===== src/rtl/axi4_lite_fifo_drain_master_if.sv =====
// ----------------------------------------------------------------------------
// axi4_lite_fifo_drain_master_if
//   Groups the AXI4-Lite read channel (AR + R) toward the async FIFO slave and
//   the valid/ready output stream toward the peripheral datapath.
//
//   Modports:
//     master : the drain master (drives AR request, RREADY, output stream)
//     slave  : the environment (FIFO slave read port + downstream consumer)
//
//   Signals:
//     M_AXI_ARADDR  [ADDR_WIDTH]  read address
//     M_AXI_ARVALID / M_AXI_ARREADY  AR handshake
//     M_AXI_RDATA   [DATA_WIDTH]  read data
//     M_AXI_RRESP   [2]           read response
//     M_AXI_RVALID / M_AXI_RREADY    R handshake
//     out_data      [DATA_WIDTH]  drained word
//     out_valid / out_ready          output stream handshake
// ----------------------------------------------------------------------------
interface axi4_lite_fifo_drain_master_if #(
    parameter int ADDR_WIDTH = 4,
    parameter int DATA_WIDTH = 32
);
    logic [ADDR_WIDTH-1:0] M_AXI_ARADDR;
    logic                  M_AXI_ARVALID;
    logic                  M_AXI_ARREADY;
    logic [DATA_WIDTH-1:0] M_AXI_RDATA;
    logic [1:0]            M_AXI_RRESP;
    logic                  M_AXI_RVALID;
    logic                  M_AXI_RREADY;
    logic [DATA_WIDTH-1:0] out_data;
    logic                  out_valid;
    logic                  out_ready;

    modport master (
        output M_AXI_ARADDR, M_AXI_ARVALID,
        input  M_AXI_ARREADY,
        input  M_AXI_RDATA, M_AXI_RRESP, M_AXI_RVALID,
        output M_AXI_RREADY,
        output out_data, out_valid,
        input  out_ready
    );

    modport slave (
        input  M_AXI_ARADDR, M_AXI_ARVALID,
        output M_AXI_ARREADY,
        output M_AXI_RDATA, M_AXI_RRESP, M_AXI_RVALID,
        input  M_AXI_RREADY,
        input  out_data, out_valid,
        output out_ready
    );
endinterface


===== src/rtl/axi4_lite_fifo_drain_master.sv =====
// ----------------------------------------------------------------------------
// axi4_lite_fifo_drain_master
//   AXI4-Lite read-only initiator. Repeatedly reads a fixed FIFO address,
//   forwards OKAY data on a valid/ready stream and, on any non-OKAY response
//   (SLVERR = FIFO empty), waits BACKOFF_CYCLES idle cycles before polling
//   again. One outstanding request at a time.
//
//   Ports:
//     rd_clk         clock for all logic
//     S_AXI_ARESETN  asynchronous, active-low reset (release is synchronous
//                    to rd_clk by the surrounding reset tree)
//     enable         allows a new AR; only looked at in IDLE
//     bus            AXI read channel + output stream (master modport)
//     busy           high whenever the FSM is not in IDLE
//     err_resp       one-cycle pulse for every non-OKAY RRESP
//     stat_words     (AXI4_LITE_DRAIN_STATS_EN only) output handshakes, wraps
//     stat_errs      (AXI4_LITE_DRAIN_STATS_EN only) non-OKAY responses, wraps
//
//   Optional feature macro: AXI4_LITE_DRAIN_STATS_EN
//
//   BACKOFF_CYCLES must be >= 1. The FSM spends exactly BACKOFF_CYCLES cycles
//   in BACKOFF after an error response, then one IDLE cycle before the next AR.
// ----------------------------------------------------------------------------
module axi4_lite_fifo_drain_master #(
    parameter int                    ADDR_WIDTH     = 4,
    parameter int                    DATA_WIDTH     = 32,
    parameter logic [ADDR_WIDTH-1:0] RD_ADDR        = '0,
    parameter int                    BACKOFF_CYCLES = 16
) (
    input  logic                              rd_clk,
    input  logic                              S_AXI_ARESETN,
    input  logic                              enable,
    axi4_lite_fifo_drain_master_if.master     bus,
    output logic                              busy,
    output logic                              err_resp
`ifdef AXI4_LITE_DRAIN_STATS_EN
    ,
    output logic [31:0]                       stat_words,
    output logic [15:0]                       stat_errs
`endif
);

    localparam int CNT_W = $clog2(BACKOFF_CYCLES) + 1;

    typedef enum logic [2:0] {
        S_IDLE,
        S_AR,
        S_R,
        S_PUSH,
        S_BACKOFF
    } state_t;

    state_t                state_q, state_nxt;
    logic                  arvalid_q, arvalid_nxt;
    logic                  rready_q, rready_nxt;
    logic                  out_valid_q, out_valid_nxt;
    logic [DATA_WIDTH-1:0] out_data_q, out_data_nxt;
    logic [CNT_W-1:0]      cnt_q, cnt_nxt;
    logic                  err_nxt;
    logic                  out_hs;

    assign out_hs = out_valid_q && bus.out_ready;

    // Next-state and next-output logic. Every output is a register, so the
    // handshake outputs are computed one cycle ahead here.
    always_comb begin
        state_nxt     = state_q;
        arvalid_nxt   = arvalid_q;
        rready_nxt    = rready_q;
        out_valid_nxt = out_valid_q;
        out_data_nxt  = out_data_q;
        cnt_nxt       = cnt_q;
        err_nxt       = 1'b0;
        case (state_q)
            S_IDLE: begin
                if (enable) begin
                    arvalid_nxt = 1'b1;
                    state_nxt   = S_AR;
                end
            end
            S_AR: begin
                // ARVALID drops in the same edge as the handshake, so a slave
                // parking ARREADY high never sees a second request.
                if (arvalid_q && bus.M_AXI_ARREADY) begin
                    arvalid_nxt = 1'b0;
                    rready_nxt  = 1'b1;
                    state_nxt   = S_R;
                end
            end
            S_R: begin
                if (rready_q && bus.M_AXI_RVALID) begin
                    rready_nxt = 1'b0;
                    if (bus.M_AXI_RRESP == 2'b00) begin
                        out_data_nxt  = bus.M_AXI_RDATA;
                        out_valid_nxt = 1'b1;
                        state_nxt     = S_PUSH;
                    end else begin
                        // Any non-OKAY response is treated as "FIFO empty".
                        err_nxt   = 1'b1;
                        cnt_nxt   = CNT_W'(BACKOFF_CYCLES - 1);
                        state_nxt = S_BACKOFF;
                    end
                end
            end
            S_PUSH: begin
                if (out_hs) begin
                    out_valid_nxt = 1'b0;
                    state_nxt     = S_IDLE;
                end
            end
            S_BACKOFF: begin
                if (cnt_q == '0) begin
                    state_nxt = S_IDLE;
                end else begin
                    cnt_nxt = cnt_q - CNT_W'(1);
                end
            end
            default: begin
                arvalid_nxt   = 1'b0;
                rready_nxt    = 1'b0;
                out_valid_nxt = 1'b0;
                state_nxt     = S_IDLE;
            end
        endcase
    end

    always_ff @(posedge rd_clk or negedge S_AXI_ARESETN) begin
        if (!S_AXI_ARESETN) begin
            state_q     <= S_IDLE;
            arvalid_q   <= 1'b0;
            rready_q    <= 1'b0;
            out_valid_q <= 1'b0;
            out_data_q  <= '0;
            cnt_q       <= '0;
            busy        <= 1'b0;
            err_resp    <= 1'b0;
        end else begin
            state_q     <= state_nxt;
            arvalid_q   <= arvalid_nxt;
            rready_q    <= rready_nxt;
            out_valid_q <= out_valid_nxt;
            out_data_q  <= out_data_nxt;
            cnt_q       <= cnt_nxt;
            busy        <= (state_nxt != S_IDLE);
            err_resp    <= err_nxt;
        end
    end

`ifdef AXI4_LITE_DRAIN_STATS_EN
    always_ff @(posedge rd_clk or negedge S_AXI_ARESETN) begin
        if (!S_AXI_ARESETN) begin
            stat_words <= '0;
            stat_errs  <= '0;
        end else begin
            if (out_hs)  stat_words <= stat_words + 32'd1;
            if (err_nxt) stat_errs  <= stat_errs + 16'd1;
        end
    end
`endif

    assign bus.M_AXI_ARADDR  = RD_ADDR;
    assign bus.M_AXI_ARVALID = arvalid_q;
    assign bus.M_AXI_RREADY  = rready_q;
    assign bus.out_valid     = out_valid_q;
    assign bus.out_data      = out_data_q;

endmodule


===== src/flat_wrapper.sv =====
// flat-port wrapper written by rule: the top's interface ports become plain ports
module axi4_lite_fifo_drain_master_flat 
#(
    parameter int                    ADDR_WIDTH     = 4,
    parameter int                    DATA_WIDTH     = 32,
    parameter logic [ADDR_WIDTH-1:0] RD_ADDR        = '0,
    parameter int                    BACKOFF_CYCLES = 16
)
  (rd_clk, S_AXI_ARESETN, enable, busy, err_resp, bus_M_AXI_ARADDR, bus_M_AXI_ARVALID, bus_M_AXI_ARREADY, bus_M_AXI_RDATA, bus_M_AXI_RRESP, bus_M_AXI_RVALID, bus_M_AXI_RREADY, bus_out_data, bus_out_valid, bus_out_ready);
  axi4_lite_fifo_drain_master_if #(.ADDR_WIDTH(ADDR_WIDTH), .DATA_WIDTH(DATA_WIDTH)) bus_i ();
  input  logic rd_clk;
  input  logic S_AXI_ARESETN;
  input  logic enable;
  output logic busy;
  output logic err_resp;
  output wire logic [$bits(bus_i.M_AXI_ARADDR)-1:0] bus_M_AXI_ARADDR;
  output wire logic [$bits(bus_i.M_AXI_ARVALID)-1:0] bus_M_AXI_ARVALID;
  input wire logic [$bits(bus_i.M_AXI_ARREADY)-1:0] bus_M_AXI_ARREADY;
  input wire logic [$bits(bus_i.M_AXI_RDATA)-1:0] bus_M_AXI_RDATA;
  input wire logic [$bits(bus_i.M_AXI_RRESP)-1:0] bus_M_AXI_RRESP;
  input wire logic [$bits(bus_i.M_AXI_RVALID)-1:0] bus_M_AXI_RVALID;
  output wire logic [$bits(bus_i.M_AXI_RREADY)-1:0] bus_M_AXI_RREADY;
  output wire logic [$bits(bus_i.out_data)-1:0] bus_out_data;
  output wire logic [$bits(bus_i.out_valid)-1:0] bus_out_valid;
  input wire logic [$bits(bus_i.out_ready)-1:0] bus_out_ready;
  assign bus_M_AXI_ARADDR = bus_i.M_AXI_ARADDR;
  assign bus_M_AXI_ARVALID = bus_i.M_AXI_ARVALID;
  assign bus_i.M_AXI_ARREADY = bus_M_AXI_ARREADY;
  assign bus_i.M_AXI_RDATA = bus_M_AXI_RDATA;
  assign bus_i.M_AXI_RRESP = bus_M_AXI_RRESP;
  assign bus_i.M_AXI_RVALID = bus_M_AXI_RVALID;
  assign bus_M_AXI_RREADY = bus_i.M_AXI_RREADY;
  assign bus_out_data = bus_i.out_data;
  assign bus_out_valid = bus_i.out_valid;
  assign bus_i.out_ready = bus_out_ready;
  axi4_lite_fifo_drain_master #(.ADDR_WIDTH(ADDR_WIDTH), .DATA_WIDTH(DATA_WIDTH), .RD_ADDR(RD_ADDR), .BACKOFF_CYCLES(BACKOFF_CYCLES)) u_core (.rd_clk(rd_clk), .S_AXI_ARESETN(S_AXI_ARESETN), .enable(enable), .bus(bus_i), .busy(busy), .err_resp(err_resp));
endmodule

===== config.mk =====
export PLATFORM = sky130hd
export DESIGN_NAME = axi4_lite_fifo_drain_master_flat
export DESIGN_NICKNAME = d
export VERILOG_FILES = /design/src/rtl/axi4_lite_fifo_drain_master_if.sv /design/src/rtl/axi4_lite_fifo_drain_master.sv /design/src/flat_wrapper.sv
export SDC_FILE = /design/constraint.sdc
export NUM_CORES = 1
export LEC_CHECK = 0
export ABC_AREA = 0
export CORE_MARGIN = 2
export CORE_UTILIZATION = 43
export DETAILED_ROUTE_END_ITERATION = 6
export PLACE_DENSITY = 0.79
export SETUP_SLACK_MARGIN = 0.05
export SYNTH_ARGS = -nofsm -noshare
export SYNTH_HDL_FRONTEND = slang
export SYNTH_SLANG_ARGS = --single-unit

===== constraint.sdc =====
create_clock -name rd_clk -period 1.8 [get_ports rd_clk]
set_input_delay 0.36 -clock rd_clk [delete_from_list [all_inputs] [get_ports rd_clk]]
set_output_delay 0.36 -clock rd_clk [all_outputs]
set_load 0.01 [all_outputs]

After elaboration in Yosys (flattened, before gate mapping)

Cells that the tools add are included.

Input port bits: 40
Word-level logic and storage cells: 63
Register bits: 45

Reductions and logical operators: 16
Add/subtract/negate cells: 1
Equality and inequality tests: 11
Bitwise logic cells: 3
Mux-type cells: 24

Operators with widths:

| kind                                                | number |
|---|---|
| two-way mux 3 bit                                   | 6 |
| two-way mux 5 bit                                   | 3 |
| case mux 3 bit (5 select lines)                     | 1 |
| two-way mux 1 bit                                   | 10 |
| case mux 5 bit (2 select lines)                     | 1 |
| case mux 1 bit (3 select lines)                     | 3 |
| AND reduction 3 bit                                 | 3 |
| OR reduction 3 bit                                  | 3 |
| != test 2 x 1 -> 1 bit, second input constant       | 4 |
| AND reduction 4 bit                                 | 2 |
| equality test 3 x 2 -> 1 bit, second input constant | 2 |
| != test 2 bit, second input constant                | 3 |
| zero test 5 bit                                     | 1 |
| subtractor 5 x 1 -> 5 bit, second input constant    | 1 |
| equality test 3 x 1 -> 1 bit, second input constant | 1 |
| equality test 3 bit, second input constant          | 1 |
| logical AND 1 bit                                   | 3 |
| zero test 3 bit                                     | 1 |
| NOT 1 bit                                           | 3 |
| nonzero test 3 bit                                  | 1 |
| zero test 2 bit                                     | 1 |
| nonzero test 2 bit                                  | 1 |

Longest topological paths before layout

Depth in word-level cells: 5
Mapped depth: 6
Mapped depth without buffers: 5

Least setup slack after synthesis

OpenSTA, ideal clock, no wires.

Path kind: reg-to-reg
Start: reg u_core.cnt_q[0]
End: reg u_core.cnt_q[0]
Period minus slack after synthesis: 1.573 ns
Cell stages (with the launch flop): 7
Setup slack: 0.227 ns
Arrival: 1.436 ns
Data required time: 1.663 ns
Buffers on the path: 1
Cell sequence: dfrtp_1 > inv_1 > ha_1 > or4b_1 > buf_2 > a221oi_1 > a31oi_1

Longest elaborated chain between the ends: 3
Elaborated cells on any way between the ends: 6

RTL lines:

| element                                                                       | RTL line                                                               | source |
|---|---|---|
| from (decl)                                                                   | axi4_lite_fifo_drain_master.sv:58                                      | `logic [CNT_W-1:0] cnt_q, cnt_nxt;` |
| from (signal assigned)                                                        | axi4_lite_fifo_drain_master.sv:143                                     | `cnt_q <= cnt_nxt;` |
| subtractor 5 x 1 -> 5 bit / zero test 5 bit (equally long branches)           | axi4_lite_fifo_drain_master.sv:115, axi4_lite_fifo_drain_master.sv:112 |  |
| two-way mux 5 bit / != test 2 bit (equally long branches)                     | -                                                                      |  |
| case mux 5 bit (2 select lines) / AND reduction 4 bit (equally long branches) | -                                                                      |  |

Parallel ways exist; a longest one is shown, timed or not. The select of a mux whose other input is x is not followed.
A chain may end at the register's enable or synchronous reset.

Worst setup path in the final report

Ends and elaborated chain as after synthesis.

==> reports/results.txt <==
TritonCTS buffer count - 5
setup slack after layout - 0.176 ns
status - complete, no violations
post-placement cell count - 280
n_diodes - 0
most frequent cell after synthesis - dfrtp_1
Slew headroom - 0.660
fmax - 616 MHz
Worst Path Required - 1.96 ns
post_cts resized - 0
ys async rst share - 1.00
Seq/Total Area, Yosys - 0.546
Largest stage delay, worst path - 0.50 ns
crit-path max FO - 6
via count - 1,436
Yosys top cell area share - 0.546
startpoint types - register
VDD IR-drop max - 0.535 mV
Power Total - 3790 uW
largest cells by area after synthesis - dfrtp_1 55%, mux2_4 20%, buf_4 2.2%
Die Span X - 73.3 um
CTS tree - done
Placement Rows - 25
Post-synth EDFFs - 0
#FFs+latches synth - 45
period utilization - 0.902
Post-Route Skew - 0.00606 ns
vias per cell - 4.99
clk buf depth - 2
cts hold-fix bufs - 0
area delta synth->final - 46.6%
pin count of the biggest net entering global routing - 25
synth warn - 0
P_leak - 0.00147 uW
unrepaired setup endpoints after global routing - false
Setup CP Type - reg -> reg
number of iterations in the first detailed-routing pass - 4
H-tree depth - 2
drc violations - 0
initial antenna violation count - 0
Commonest cells post-synth - 45 x dfrtp_1, 28 x mux2_4, 7 x a21oi_1, 6 x buf_4
endpoint class of the critical path - register
max-slew violation count - 0
DIE AREA - 5370 sq um
pwr/cell area - 1250 nW/um^2
gp weighted congestion - 0.761
Max Cap Violations - 0
Tightest Hold Check Type - in -> async
Place WS - -0.0437 ns
sinks on the clock net - 45
Final Util - 0.649
ANT nets after route - 0
Crit-path slowest cell - or4b_4
Initial Util - 0.443
GR Util All Layers - 0.160
Fin. Hold Viols - 0
setup repair bufs after CTS - 0
clock latency on the worst-skew pair - 0.29 ns
fin cells - 288
Post-Route WL - 4070 um
Worst EP arrival - 1.78 ns
Final min period - 1.62 ns
Port Buffers - 76
# setup viols final - 0
Synth Instances - 148
dpl hpwl - 3090 um
first-pass GRT wire length - 6580 um
Synth Flop Type - dfrtp_1
NumNets Final - 275
biggest area consumer among synthesized cells - dfrtp_1
die span in y - 73.3 um
drt wl/cell - 14.1 um
root buf cell - clkbuf_8
layout cells sized above 1 - 0.222
Synth cell types - 37
DRT iter0 DRCs - 52
worst slew pin tran - 0.510 ns
CORE AREA - 4660 sq um
crit-path cells - inv_1 -> ha_1 -> or4b_4 -> a221oi_1 -> a31oi_1
number of global-route vias before repair - 1,354
CTS clk-pin slew, worst paths - 0.08 ns
Syn Area/Cell - 13.9 sq um
GRT overflow - 0
Post-Syn Area - 2060 sq um
IO Count - 81
## placed cells by master (no fill, tap or decap), drive strengths merged, types with 2 or more instances in the layout
cell,Yosys,final
a21oi,7,7
a31oi,2,2
buf,11,12
clkbuf,1,6
clkdlybuf4s50,0,75
clkinv,0,2
conb,1,4
dfrtp,45,45
ha,2,2
inv,5,5
mux2,32,32
mux2i,3,3
nand2,6,6
nand2b,2,2
nand3,3,3
nand3b,2,2
nor2,2,2
nor2b,3,3
nor3,2,2
nor3b,2,2
o21ai,5,5
## registers in the layout, indices dropped and copies added (netlist names)
signal / flops
u_core.state_q: 3
u_core.cnt_q: 5
u_core.bus.M_AXI_ARVALID: 1
u_core.bus.out_data: 32
u_core.busy: 1
u_core.bus.M_AXI_RREADY: 1
u_core.bus.out_valid: 1
u_core.err_resp: 1
## power breakdown
group / switching [uW] / total [uW] / internal (uW)
logic: 590 / 1650 / 1060
clock network: 316 / 585 / 269
registers: 202 / 1560 / 1360
## final timing paths
path | cells after the start | slack (ns) | end | startpoint
max in group asynchronous | 2 | 1.27 | u_core.bus.out_data[3]$_DFFE_PN0P_ | S_AXI_ARESETN
worst min-delay path | 1 | 0.03 | u_core.bus.out_data[17]$_DFFE_PN0P_ | S_AXI_ARESETN
worst min register to register | 1 | 0.49 | u_core.bus.out_data[14]$_DFFE_PN0P_ | u_core.bus.out_data[14]$_DFFE_PN0P_
min in group rd_clk | 1 | 0.49 | u_core.bus.out_data[14]$_DFFE_PN0P_ | u_core.bus.out_data[14]$_DFFE_PN0P_
worst max-delay path | 5 | 0.18 | u_core.cnt_q[0]$_DFFE_PN0P_ | u_core.cnt_q[0]$_DFFE_PN0P_
worst max register to register | 5 | 0.18 | u_core.cnt_q[0]$_DFFE_PN0P_ | u_core.cnt_q[0]$_DFFE_PN0P_
## cells by family (layout without fill, tap and decap cells)
group | Yosys count | after routing | share of synthesized area
flip-flops | 45 | 45 | 0.546
multiplexers | 35 | 35 | 0.240
AND/OR/NAND/NOR | 27 | 27 | 0.0825
AO/OA/AOI/OAI | 21 | 21 | 0.0637
buffers and inverters | 17 | 100 | 0.0540
adder cells (fa/ha/maj) | 2 | 2 | 0.0121
other | 1 | 4 | 0.00182
## layer usage
metal	GRT usage	wire (um)	vias up
li1	-	-	680
met2	0.243	1900	47
met1	0.220	1850	702
met4	0.0453	46	0
met3	0.0494	285	7
met5	0	0	-
## stage by stage
stage | cell area, sq um | TNS [ns] | hold WS (ns)
2_1_floorplan | 2070 | 0 | 0.0644
3_3_place_gp | 2940 | -0.0102 | 0.366
3_5_place_dp | 2940 | -0.538 | 0.364
4_1_cts | 3020 | 0 | 0.0405
5_1_grt | 3020 | 0 | 0.0611
6_report | 3020 | 0 | 0.0297
## critical path, delay by kind of cell (launching register included)
kind | cells | cell delay [ns]
flops | 1 | 0.41
fa+ha+maj | 1 | 0.15
simple gates | 1 | 0.50
compound gates | 2 | 0.33
buf+inv | 1 | 0.09
## layout make-up
type / count / area, sq um
inverters: 5 / 18.8
flip-flops and latches: 45 / 1130
fillers: 373 / 1640
repair buffers: 87 / 888
clock buffers: 6 / 72.6
multi-input cells: 89 / 841
well taps: 54 / 67.6
clock inverters: 2 / 10.0
Power figures use the tool's default switching activity.
